### src/rtl/goruntu_yazici.sv
// goruntu_yazici: result-capture stage. Accepts the processed pixel stream
// over a valid/ready handshake and writes each pixel, in order, into the
// result RAM. Keeps a pixel count and a running checksum. Flags frames that
// are too short or too long, and reports frame completion with a sticky flag.
module goruntu_yazici #(
  parameter int PIKSEL = 76800,
  parameter int A      = 17,
  parameter int V      = 8
) (
  input  logic         clk_i,
  input  logic         rst_i,
  input  logic         en_i,
  input  logic [V-1:0] veri_i,
  input  logic         veri_gecerli_i,
  input  logic         islem_bitti_i,
  output logic         veri_al_o,
  output logic         ram_en_o,
  output logic         ram_we_o,
  output logic [A-1:0] ram_addr_o,
  output logic [V-1:0] ram_data_o,
  output logic [A-1:0] sayac_o,
  output logic [24:0]  toplam_o,
  output logic         son_o,
  output logic         hata_o
);

  localparam int T = 25;
  localparam logic [A-1:0] SON_ADRES = A'(PIKSEL - 1);

  typedef enum logic [1:0] {
    BOSTA,
    ALIM,
    SON_BEKLE,
    BITTI
  } durum_t;

  durum_t       durum_q, durum_d;

  logic         ram_en_q,   ram_en_d;
  logic [A-1:0] ram_addr_q, ram_addr_d;
  logic [V-1:0] ram_data_q, ram_data_d;
  logic [A-1:0] sayac_q,    sayac_d;
  logic [T-1:0] toplam_q,   toplam_d;
  logic         son_q,      son_d;
  logic         hata_q,     hata_d;

  logic         aktarim;
  logic         son_piksel;

  // A transfer needs both sides of the handshake. The frame completes when
  // the transfer carries the last pixel of the frame.
  assign aktarim    = veri_gecerli_i && veri_al_o;
  assign son_piksel = aktarim && (sayac_q == SON_ADRES);

  // State register.
  always_ff @(posedge clk_i) begin
    // NOTE: sequential state uses non-blocking assignments, so every register
    // samples the values from before the edge, whatever order the
    // statements are written in.
    if (rst_i) begin
      durum_q <= BOSTA;
    end else begin
      durum_q <= durum_d;
    end
  end

  // Next-state logic. islem_bitti_i is still evaluated in ALIM while
  // en_i is low.
  always_comb begin
    // NOTE: every always_comb output gets a default first. Without it, any
    // path that leaves the output unassigned would infer a latch.
    durum_d = durum_q;
    unique case (durum_q)
      BOSTA:     if (en_i) durum_d = ALIM;
      ALIM: begin
        if (son_piksel) begin
          durum_d = islem_bitti_i ? BITTI : SON_BEKLE;
        end else if (islem_bitti_i) begin
          durum_d = BITTI;
        end
      end
      SON_BEKLE: if (islem_bitti_i) durum_d = BITTI;
      BITTI:     if (!en_i) durum_d = BOSTA;
      default:   durum_d = BOSTA;
    endcase
  end

  // Output decode. Ready is high only in ALIM while the block is enabled.
  always_comb begin
    veri_al_o = 1'b0;
    if (durum_q == ALIM) veri_al_o = en_i;
  end

  // Datapath next-state: write request, counters, and the sticky flags.
  always_comb begin
    ram_en_d   = aktarim;
    ram_addr_d = ram_addr_q;
    ram_data_d = ram_data_q;
    sayac_d    = sayac_q;
    toplam_d   = toplam_q;
    son_d      = son_q;
    hata_d     = hata_q;

    if (aktarim) begin
      ram_addr_d = sayac_q;
      ram_data_d = veri_i;
      sayac_d    = sayac_q + 1'b1;
      toplam_d   = toplam_q + T'(veri_i);
    end

    unique case (durum_q)
      BOSTA: begin
        if (en_i) begin
          sayac_d  = '0;
          toplam_d = '0;
          son_d    = 1'b0;
          hata_d   = 1'b0;
        end
      end
      ALIM: begin
        if (son_piksel) begin
          if (islem_bitti_i) son_d = 1'b1;
        end else if (islem_bitti_i) begin
          hata_d = 1'b1;
          son_d  = 1'b1;
        end
      end
      SON_BEKLE: begin
        if (islem_bitti_i) begin
          son_d = 1'b1;
        end else if (veri_gecerli_i) begin
          hata_d = 1'b1;
        end
      end
      default: ;
    endcase
  end

  // Datapath registers. A synchronous reset also cancels a write that the
  // same edge would otherwise have issued.
  always_ff @(posedge clk_i) begin
    if (rst_i) begin
      ram_en_q   <= 1'b0;
      ram_addr_q <= '0;
      ram_data_q <= '0;
      sayac_q    <= '0;
      toplam_q   <= '0;
      son_q      <= 1'b0;
      hata_q     <= 1'b0;
    end else begin
      ram_en_q   <= ram_en_d;
      ram_addr_q <= ram_addr_d;
      ram_data_q <= ram_data_d;
      sayac_q    <= sayac_d;
      toplam_q   <= toplam_d;
      son_q      <= son_d;
      hata_q     <= hata_d;
    end
  end

  assign ram_en_o   = ram_en_q;
  assign ram_we_o   = ram_en_q;
  assign ram_addr_o = ram_addr_q;
  assign ram_data_o = ram_data_q;
  assign sayac_o    = sayac_q;
  assign toplam_o   = toplam_q;
  assign son_o      = son_q;
  assign hata_o     = hata_q;

endmodule

### config.mk
export PLATFORM = sky130hd
export DESIGN_NAME = goruntu_yazici
export DESIGN_NICKNAME = d
export VERILOG_FILES = /design/src/rtl/goruntu_yazici.sv
export SDC_FILE = /design/constraint.sdc
export NUM_CORES = 1
export LEC_CHECK = 0
export BUFFER_PORTS_ARGS = -buffer_cell sky130_fd_sc_hd__buf_4
export CORE_MARGIN = 1.5
export CORE_UTILIZATION = 58
export DETAILED_ROUTE_END_ITERATION = 6
export HOLD_SLACK_MARGIN = 0.02
export MAX_ROUTING_LAYER = met4
export PLACE_DENSITY = 0.94
export SETUP_SLACK_MARGIN = 0.4
export SLEW_MARGIN = 20
export SYNTH_ARGS = -nofsm -noshare
export SYNTH_HDL_FRONTEND = slang
export SYNTH_SLANG_ARGS = --single-unit
export TNS_END_PERCENT = 30
### constraint.sdc
create_clock -name clk_i -period 5.28 [get_ports clk_i]
set_clock_uncertainty 0.1 [all_clocks]
set_input_delay 1.056 -clock clk_i [delete_from_list [all_inputs] [get_ports clk_i]]
set_output_delay 1.056 -clock clk_i [all_outputs]
set_load 0.02 [all_outputs]
==> qor.csv <==
metric,value,unit
Rows,28,
worst min-delay path category,reg2reg,
WP buf/inv,1,
FF-to-FF Start,durum_q[1],
Final Slew Violations,0,
Total Routing Usage GR,0.2902,
CTS buffer count,9,
Netlist cell types,65,
Yosys top cell by area,dfxtp_1,
sequential fraction of the synthesis area,0.3884,
routability cong.,0.9403,
area grow syn2layout,21.24,%
Port Buf Inserts,84,
Syn Inst Count,465,
vias in the first global route,3441,
share of layout cells above drive strength 1,0.2085,
Post-Syn Area per Cell,7.981,sq um
Setup crit start kind,primary input,
"EDFF count, synth",0,
H-tree Lvls,3,
Die Wd,82.99,um
Final ANT Viol Nets,0,
Post-synth top flop,dfxtp_1,
# setup viols final,0,
arrival time worst endpoint,3.40,ns
final worst path period share,0.6126,
worst skew pair latency,0.36,ns
Post CTS Setup Buffer Count,0,
FMAX,309.1,MHz
initial antenna violation count,0,
# hold bufs at CTS,0,
crit path max-delay cell type,o311ai_1,
status,"complete, no violations",
vias per cell,6.178,
vias,3812,
Synth top area share,0.3884,
pwr/cell area,253.7,nW/um^2
unrepaired setup endpoints after global routing,no,
Max-Cap Viols,0,
"CP delay by family, top",compound AO/OA/AOI/OAI gates,
Worst-path clk slew,0.07,ns
fillcell total,445,
fin crit period,3.235,ns
Critical Path Sink Type,register,
Die Footprint,6887,sq um
Tot Pwr,1.142,mW
hpwl dp,6.892,mm
Max clock buf depth,2,
Worst-Margin Slew,0.8638,ns
"Core Util, Final",0.7424,
final layout net count,567,
CP startpoint,veri_i[0],
core region area,6061,sq um
post-CTS resize count,0,
CTS tree,yes,
Routed WL per cell,16.07,um
Root Buffer,clkbuf_8,
Fin Hold WS,0.3622,ns
Sink Count,72,
Final Hold Fails,0,
number of DRC markers in iteration 0,272,
DRT Wirelength,9.913,mm
CP max stage delay,0.57,ns
Critical Path RT,5.45,ns
height of the die,82.99,um
Post-synth top cells,"nand2_1 (89), dfxtp_1 (72), a21oi_1 (56)",
drt pass-1 iters,5,
Initial Util,0.6123,
# DRC,0,
"critical path, cell by cell",buf_4 > ha_1 > fa_1 > a211o_1 > and3_1 > o311ai_1 > a21oi_1 > o21ai_0,
Yosys warnings,0,
mapped cell area,3711,sq um
Crit Path Category,in2reg,
asr flop ratio synth,0,
Leak,1.848,nW
global-route wire length before repair,16.07,mm
syn nets,494,
hold_sp,ram_data_o[7],
synthesized flop and latch total,72,
Area contributors post-synth,"dfxtp_1 (39%), nand2_1 (9.0%), a21oi_1 (7.6%)",
maximum number of pins on one net before global-route repair,58,
number of antenna diodes,0,
io pins,85,
worst rel slew slack,0.4241,
"count leader, synth",nand2_1,
setup TNS,0,ns
Worst VDD drop,157.1,uV
CP Max Fanout,5,
GR Overflow Total,0,
[cell families after synthesis]
kind of cell,synth area share
AO/OA/AOI/OAI,0.2202
AND/OR/NAND/NOR,0.2697
XOR/XNOR,0.009442
adder cells (fa/ha/maj),0.05597
flip-flops,0.3884
buffers and inverters,0.04484
multiplexers,0.01146
[worst min-delay path, cell delays in order (launching register included)]
cell and delay [ns]:
dfxtp_1 0.32, nand2_1 0.05, a21oi_1 0.05
[where the power goes]
group	leakage [nW]	internal, mW	switching [mW]
clock	0.0948	0.214	0.216
sequential	0.581	0.551	0.00676
combinational	1.17	0.0532	0.101
total	1.85	0.818	0.324
[layout by cell type, fill, tap and decap left out, drive strengths merged, types with 3 or more instances in the layout]
master	count
clkbuf	9
nand2	89
ha	15
and2	3
o21ai	24
inv	10
and3	8
a21o	8
a22oi	6
or3	8
and4	3
nor3	8
nand2b	5
nor2	35
or4	4
dfxtp	72
a21oi	56
a31oi	3
nand4	10
nand3b	3
a211oi	4
o211ai	5
o31ai	9
nand3	12
or2	3
clkinv	4
buf	85
nor4	4
[layer usage]
metal,global-route usage,vias to the layer above,routed length [um]
met2,0.4656,183,4826
met5,-,-,0
met4,0.1227,0,249
met1,0.3511,1790,4097
met3,0.06759,24,739
li1,-,1815,-
[per-stage QoR]
step	cell area (sq um)	setup slack, ns	std cells
after floorplan	3711	2.170	465
after global placement	4314	1.911	602
after detailed placement	4314	1.806	602
after CTS	4499	2.086	617
after global routing	4499	1.946	617
final	4499	2.045	617
[final cells by class]
class	instances	area, sq um	share of cell area
Clock inverter	6	61.31	0.01363
Sequential cell	72	1441	0.3204
Timing Repair Buffer	85	638.1	0.1418
Clock buffer	9	123.9	0.02753
Inverter	10	37.54	0.008343
Tap cell	75	93.84	0.02086
Multi-Input combinational cell	360	2103	0.4675
[final timing paths]
| path | endpoint | slack, ns | cells past startpoint |
|---|---|---|---|
| max | register | 2.05 | 8 |
| min | ram_data_o[7] | 0.36 | 2 |
| max reg2reg | register | 2.16 | 8 |
| min reg2reg | ram_data_o[7] | 0.36 | 2 |
Power figures use the tool's default switching activity.
